## src/rtl/seg7_scan_driver.sv

```systemverilog
// Two-digit time-multiplexed seven-segment driver with double-buffered display value.
// Optional leading-zero blanking of digit 1 when SEG7_LZB_EN is defined.
module seg7_scan_driver #(
   parameter logic [23:0] REFRESH_DIV = 24'd10_000
) (
   input  logic       clk,
   input  logic       rst_n,
   input  logic       ena,
   input  logic [7:0] value,
   input  logic       flag_in,
   input  logic       load,
   output logic [6:0] seg,
   output logic       dp,
   output logic [1:0] dig_sel,
   output logic       committed
);

   typedef enum logic {
      DIG0 = 1'b0,
      DIG1 = 1'b1
   } digit_t;

   digit_t      state;
   digit_t      state_next;
   logic [23:0] cnt;
   logic [23:0] cnt_next;
   logic        tick;
   logic        boundary;
   logic        commit;

   logic [7:0]  pend_reg;
   logic        pend_flag;
   logic        pend_valid;
   logic        pend_valid_next;

   logic [7:0]  disp_reg;
   logic        disp_flag;
   logic [7:0]  disp_next;
   logic        disp_flag_next;

   logic [6:0]  seg_next;
   logic        dp_next;
   logic [1:0]  dig_sel_next;

   function automatic logic [6:0] hex_to_seg(input logic [3:0] nib);
      logic [6:0] s;
      case (nib)
         4'h0:    s = 7'h3F;
         4'h1:    s = 7'h06;
         4'h2:    s = 7'h5B;
         4'h3:    s = 7'h4F;
         4'h4:    s = 7'h66;
         4'h5:    s = 7'h6D;
         4'h6:    s = 7'h7D;
         4'h7:    s = 7'h07;
         4'h8:    s = 7'h7F;
         4'h9:    s = 7'h6F;
         4'hA:    s = 7'h77;
         4'hB:    s = 7'h7C;
         4'hC:    s = 7'h39;
         4'hD:    s = 7'h5E;
         4'hE:    s = 7'h79;
         default: s = 7'h71;
      endcase
      return s;
   endfunction

   function automatic logic [6:0] digit_seg(input logic [7:0] disp, input digit_t d);
      logic [3:0] nib;
      nib = (d == DIG1) ? disp[7:4] : disp[3:0];
`ifdef SEG7_LZB_EN
      // Blank a leading zero but keep the scan slot so brightness stays uniform.
      if ((d == DIG1) && (nib == 4'h0)) begin
         return 7'h00;
      end
`endif
      return hex_to_seg(nib);
   endfunction

   // Prescaler and frame-boundary detection
   always_comb begin
      tick     = ena && (cnt == (REFRESH_DIV - 24'd1));
      boundary = tick && (state == DIG1);
      commit   = boundary && pend_valid;
      cnt_next = cnt;
      if (tick) begin
         cnt_next = 24'd0;
      end else if (ena) begin
         cnt_next = cnt + 24'd1;
      end
   end

   always_ff @(posedge clk or negedge rst_n) begin
      if (!rst_n) begin
         cnt <= 24'd0;
      end else begin
         cnt <= cnt_next;
      end
   end

   // Digit-index FSM
   always_ff @(posedge clk or negedge rst_n) begin
      if (!rst_n) begin
         state <= DIG0;
      end else begin
         state <= state_next;
      end
   end

   always_comb begin
      state_next = state;
      if (tick) begin
         case (state)
            DIG0:    state_next = DIG1;
            default: state_next = DIG0;
         endcase
      end
   end

   // Pending buffer: a load on the boundary cycle replaces the contents after they commit
   always_comb begin
      pend_valid_next = pend_valid;
      if (load) begin
         pend_valid_next = 1'b1;
      end else if (commit) begin
         pend_valid_next = 1'b0;
      end
   end

   always_ff @(posedge clk or negedge rst_n) begin
      if (!rst_n) begin
         pend_valid <= 1'b0;
      end else begin
         pend_valid <= pend_valid_next;
      end
   end

   always_ff @(posedge clk) begin
      if (load) begin
         pend_reg  <= value;
         pend_flag <= flag_in;
      end
   end

   // Display register and registered outputs
   always_comb begin
      disp_next      = disp_reg;
      disp_flag_next = disp_flag;
      if (commit) begin
         disp_next      = pend_reg;
         disp_flag_next = pend_flag;
      end
   end

   always_comb begin
      seg_next     = 7'h00;
      dp_next      = 1'b0;
      dig_sel_next = 2'b00;
      if (ena) begin
         seg_next     = digit_seg(disp_next, state_next);
         dp_next      = disp_flag_next && (state_next == DIG0);
         dig_sel_next = {state_next == DIG1, state_next == DIG0};
      end
   end

   always_ff @(posedge clk or negedge rst_n) begin
      if (!rst_n) begin
         disp_reg  <= 8'h00;
         disp_flag <= 1'b0;
         seg       <= 7'h00;
         dp        <= 1'b0;
         dig_sel   <= 2'b00;
         committed <= 1'b0;
      end else begin
         disp_reg  <= disp_next;
         disp_flag <= disp_flag_next;
         seg       <= seg_next;
         dp        <= dp_next;
         dig_sel   <= dig_sel_next;
         committed <= commit;
      end
   end

endmodule

```

## config.mk

```make
export PLATFORM = sky130hd
export DESIGN_NAME = seg7_scan_driver
export DESIGN_NICKNAME = d
export VERILOG_FILES = /design/src/rtl/seg7_scan_driver.sv
export SDC_FILE = /design/constraint.sdc
export NUM_CORES = 1
export LEC_CHECK = 0
export ABC_AREA = 1
export ABC_CLOCK_PERIOD_IN_PS = 2600
export CORE_ASPECT_RATIO = 0.75
export CORE_UTILIZATION = 53
export DETAILED_ROUTE_END_ITERATION = 8
export GPL_ROUTABILITY_DRIVEN = 1
export PLACE_DENSITY = 0.76
export RECOVER_POWER = 25
export SLEW_MARGIN = 30
export SYNTH_ARGS = -nofsm -noshare
export SYNTH_HDL_FRONTEND = slang
export SYNTH_SLANG_ARGS = --single-unit
```

## constraint.sdc

```tcl
create_clock -name clk -period 2.6 [get_ports clk]
set_clock_uncertainty 0.1 [all_clocks]
set_input_delay 0.78 -clock clk [delete_from_list [all_inputs] [get_ports clk]]
set_output_delay 0.78 -clock clk [all_outputs]
set_load 0.01 [all_outputs]
```

==> tab_implementation.tex <==
\begin{tabular}{lr}
\hline
Metric & Value \\
\hline
\multicolumn{2}{l}{\textbf{Status}} \\
\quad Status & finished clean \\
\multicolumn{2}{l}{\textbf{Pwr}} \\
\quad Power, Total & 1.88 mW \\
\quad Static Leakage & 1.94 nW \\
\quad Logic gate share of total power & 0.199 \\
\quad Internal portion of total power & 1.31 mW \\
\quad Sw power & 0.579 mW \\
\quad Clock network fraction of total power & 0.280 \\
\quad Switching portion of total power & 0.307 \\
\quad Peak supply drop & 0.424 mV \\
\quad Sequential fraction of design power & 0.522 \\
\quad Cell area power density & 469 mW/mm² \\
\multicolumn{2}{l}{\textbf{Clock tree}} \\
\quad Clock transition at path regs & 0.11 ns \\
\quad Cts bufs inserted & 5 \\
\quad Depth of the CTS H-tree & 2 \\
\quad Buffer cell driving the clock tree root & sky130\_fd\_sc\_hd\_\_clkbuf\_8 \\
\quad Buffer levels on the longest clock path & 2 \\
\quad Clock Sinks & 55 \\
\quad Total of hold buffers inserted after clock tree synthesis & 0 \\
\quad Insertion delay to the later sink of the worst-skew pair & 0.32 ns \\
\quad CTS tree & done \\
\multicolumn{2}{l}{\textbf{Yosys}} \\
\quad Part of the Yosys area used for sequential elements & 0.454 \\
\quad Number of warnings issued by yosys & 0 \\
\quad Leading post-synthesis cells by cell area & sky130\_fd\_sc\_hd\_\_dfrtp\_1, sky130\_fd\_sc\_hd\_\_nand2\_1, sky130\_fd\_sc\_hd\_\_edfxtp\_1, sky130\_fd\_sc\_hd\_\_nand3\_1, sky130\_fd\_sc\_hd\_\_nor2\_1 \\
\quad Most common cell in the synthesized netlist & sky130\_fd\_sc\_hd\_\_nand2\_1 \\
\quad Area of the mapped netlist & 0.00313 mm² \\
\quad Top cells by count, synth & sky130\_fd\_sc\_hd\_\_nand2\_1, sky130\_fd\_sc\_hd\_\_nand3\_1, sky130\_fd\_sc\_hd\_\_dfrtp\_1 \\
\quad Number of synthesized flops with an enable pin & 9 \\
\quad Primary flip-flop cell chosen by synthesis mapping & sky130\_fd\_sc\_hd\_\_dfrtp\_1 \\
\quad Synthesized netlist net count & 400 \\
\quad Mean area per synthesized cell & 8.25 µm² \\
\quad Count of different cell masters after synthesis & 33 \\
\quad Instance count of the mapped netlist & 379 \\
\quad Share of the synthesized area in the top cell type & 0.368 \\
\quad Post-synthesis async set-or-reset flop share & 0.836 \\
\quad Flops \& latches, synth & 55 \\
\quad Library cell with the largest summed area after synthesis & sky130\_fd\_sc\_hd\_\_dfrtp\_1 \\
\multicolumn{2}{l}{\textbf{Cells and area}} \\
\quad Fraction of final layout cells sized beyond drive strength 1 & 0.283 \\
\quad Flip-flop count of the largest register after layout & 24 \\
\quad Antenna cells & 0 \\
\quad Fin area & 0.00402 mm² \\
\quad Final-stage net count & 458 \\
\quad Area growth, synth to finish & 28.5\% \\
\multicolumn{2}{l}{\textbf{STA}} \\
\quad Maximum clock frequency & 389 MHz \\
\quad Portion of the clock cycle consumed by the worst path in the final layout & 0.988 \\
\quad Final period demand of the worst path & 2.57 ns \\
\quad Number of max-slew violations in the final report & 0 \\
\quad Final-report setup violation count & 0 \\
\quad Relative slew margins & 0.226 \\
\quad Unrepaired setup endpoints after global routing & true \\
\quad Actual slew at the worst max-slew pin & 1.16 ns \\
\quad Final hold violation count & 0 \\
\multicolumn{2}{l}{\textbf{Global routing}} \\
\quad All-Layer GR Usage & 0.244 \\
\quad Maximum number of pins on one net before global-route repair & 47 \\
\quad Number of antenna violations at the first check in global routing & 0 \\
\quad Wire length of the first global-routing pass & 11400 µm \\
\quad Remaining global-route overflow & 0 \\
\quad Vias in the first global route & 2354 \\
\multicolumn{2}{l}{\textbf{Placement}} \\
\quad Port buffer count & 23 \\
\quad Post-detail-place hpwl & 5140 µm \\
\quad GPL Wtd Cong & 0.898 \\
\quad Cell area after placement & 0.00372 mm² \\
\multicolumn{2}{l}{\textbf{Hold path}} \\
\quad Min-delay worst type & reg -> reg \\
\multicolumn{2}{l}{\textbf{Critical path}} \\
\quad Top delay family on crit path & simple AND/OR/NAND/NOR gates \\
\quad Biggest cell delay along the critical path & 0.41 ns \\
\quad Cell repeated most along the worst path & sky130\_fd\_sc\_hd\_\_ha\_4 \\
\quad Maximum net fanout on the critical path & 5 \\
\quad Kind of end point of the critical path & flip-flop \\
\quad Max stage delay cell, worst path & sky130\_fd\_sc\_hd\_\_dfrtp\_1 \\
\quad CP Launch Type & flip-flop \\
\quad Buffers plus inverters on the worst setup path & 2 \\
\quad Type of the worst setup path & reg -> reg \\
\quad Endpoint required time on the critical path & 2.72 ns \\
\quad Cell breakdown of the critical path & ha\_4 -> nand4\_1 -> inv\_1 -> nand2\_2 -> nor3\_4 -> ha\_4 -> inv\_1 -> nand3\_4 -> nand2\_8 -> ha\_4 -> nand3\_2 -> nand3\_2 -> nand2\_1 -> nor2\_1 \\
\quad Reg2reg setup slack & 0.03 ns \\
\quad Worst Path Arrival & 2.69 ns \\
\multicolumn{2}{l}{\textbf{Detailed routing}} \\
\quad Vias & 2772 \\
\quad Average wire per standard cell & 14.8 µm \\
\quad Overall routed net length & 7590 µm \\
\quad Average vias per placed instance & 5.40 \\
\quad DR DRC count & 0 \\
\quad Number of design-rule violations left by the first detailed-router iteration & 324 \\
\quad Number of detailed-route iterations in the first pass & 5 \\
\quad Post-detailed-route count of antenna-violating nets & 0 \\
\multicolumn{2}{l}{\textbf{Floorplanning}} \\
\quad Num ports & 24 \\
\quad Die Area & 0.00622 mm² \\
\quad Floorplan Core Area & 0.00553 mm² \\
\quad Starting Density & 0.566 \\
\quad Site Rows & 23 \\
\quad Width of the chip & 90.7 µm \\
\quad Die Height & 68.5 µm \\
\multicolumn{2}{l}{\textbf{Job}} \\
\quad Max capacitance violation total & 0 \\
\hline
\end{tabular}
## final timing paths
kind | start | to | cells past startpoint
min in group asynchronous | rst_n | seg[6]$_DFF_PN0_ | 2
worst max register to register | cnt[1]$_DFFE_PN0P_ | seg[3]$_DFF_PN0_ | 14
worst min register to register | disp_reg[0]$_DFF_PN0_ | disp_reg[0]$_DFF_PN0_ | 2
worst max-delay path | cnt[1]$_DFFE_PN0P_ | seg[3]$_DFF_PN0_ | 14
max in group asynchronous | rst_n | cnt[12]$_DFFE_PN0P_ | 2
worst min-delay path | disp_reg[0]$_DFF_PN0_ | disp_reg[0]$_DFF_PN0_ | 2
## power by group through the flow
stage | combinational, mW | clock [mW] | sequential, mW
after detailed placement | 0.354 | 0 | 0.992
after global placement | 0.346 | 0 | 0.992
final | 0.375 | 0.527 | 0.983
after CTS | 0.355 | 0.544 | 0.975
after floorplan | 0.157 | 0 | 1.01
after global routing | 0.406 | 0.578 | 0.990
## cell type report
type,count,area [µm²]
inverter,46,178
multi-input combinational,269,1720
timing repair buffer,60,503
fill,410,1510
clock buffer,5,68.8
clock inverter,3,31.3
sequential,55,1420
tap,75,93.8
## worst register-to-register path, cell delays in order (launching register included)
cell	delay, ns
sky130_fd_sc_hd__dfrtp_1	0.41
sky130_fd_sc_hd__ha_4	0.18
sky130_fd_sc_hd__nand4_1	0.13
sky130_fd_sc_hd__inv_1	0.10
sky130_fd_sc_hd__nand2_2	0.07
sky130_fd_sc_hd__nor3_4	0.24
sky130_fd_sc_hd__ha_4	0.27
sky130_fd_sc_hd__inv_1	0.22
sky130_fd_sc_hd__nand3_4	0.14
sky130_fd_sc_hd__nand2_8	0.12
sky130_fd_sc_hd__ha_4	0.21
sky130_fd_sc_hd__nand3_2	0.10
sky130_fd_sc_hd__nand3_2	0.09
sky130_fd_sc_hd__nand2_1	0.06
sky130_fd_sc_hd__nor2_1	0.04
## cell families after synthesis
family | after synthesis | share of synthesized area
and+or+nand+nor | 241 | 0.389
buffers and inverters | 55 | 0.0820
adders and majority gates | 8 | 0.0320
DFF | 55 | 0.454
AOI/OAI and AO/OA | 13 | 0.0232
xor gates and xnor gates | 7 | 0.0196
## cell usage in the layout, fill, tap and decap left out, types with 2 or more instances in the layout
cell                              synthesis  final
sky130_fd_sc_hd__clkbuf_8                 0      5
sky130_fd_sc_hd__o21ai_1                  0      2
sky130_fd_sc_hd__nor2_4                   3      3
sky130_fd_sc_hd__nand3_2                  2      8
sky130_fd_sc_hd__buf_4                    1     35
sky130_fd_sc_hd__nand2_1                 87     79
sky130_fd_sc_hd__or2_2                    2      2
sky130_fd_sc_hd__o21ai_0                  7      5
sky130_fd_sc_hd__inv_4                    0      2
sky130_fd_sc_hd__nand2_2                 10     12
sky130_fd_sc_hd__nand2_8                  0      3
sky130_fd_sc_hd__nand3_4                  2      7
sky130_fd_sc_hd__a21oi_2                  0      3
sky130_fd_sc_hd__inv_8                    0      2
sky130_fd_sc_hd__nand2_4                  8     11
sky130_fd_sc_hd__nor2_1                  44     39
sky130_fd_sc_hd__ha_2                     0      2
sky130_fd_sc_hd__clkdlybuf4s50_1          0     21
sky130_fd_sc_hd__nand3_1                 54     43
sky130_fd_sc_hd__inv_1                   43     41
sky130_fd_sc_hd__dfrtp_1                 46     46
sky130_fd_sc_hd__edfxtp_1                 9      9
sky130_fd_sc_hd__nand4_1                 13     13
sky130_fd_sc_hd__inv_2                    3      3
sky130_fd_sc_hd__nor2_2                   5     10
sky130_fd_sc_hd__clkbuf_2                 0      2
sky130_fd_sc_hd__nor3_1                   5      5
sky130_fd_sc_hd__xor2_1                   6      6
sky130_fd_sc_hd__ha_4                     0      5
sky130_fd_sc_hd__nor3_4                   1      2
## per-layer routing
metal / track usage / routed length, µm / vias to the layer above / part of all wire
li1: - / - / 1328 / -
met1: 0.354 / 3640 / 1296 / 0.48
met2: 0.368 / 3200 / 127 / 0.42
met3: 0.0493 / 596 / 21 / 0.079
met4: 0.0827 / 150 / 0 / 0.020
met5: 0 / 0 / - / 0
## stage by stage
stage / hold WS, ns / std cells / setup TNS (ns) / util / setup slack (ns)
6_report: 0.429 / 513 / 0 / 0.728 / 0.0306
5_1_grt: 0.463 / 513 / -0.486 / 0.728 / -0.0874
4_1_cts: 0.398 / 512 / 0 / 0.705 / 0.0747
3_5_place_dp: 0.370 / 503 / -6.17 / 0.674 / -0.653
3_3_place_gp: 0.376 / 503 / -5.79 / 0.674 / -0.615
2_1_floorplan: 0.353 / 379 / -0.429 / - / -0.0831
## timing repair
action                     CTS  global route
gates cloned                 0             0
setup buffers                1             1
setup endpoints to repair    8             7
pin swaps                    8            13
resized for setup           12            29
Note: power is estimated with default switching activity, not from simulation.
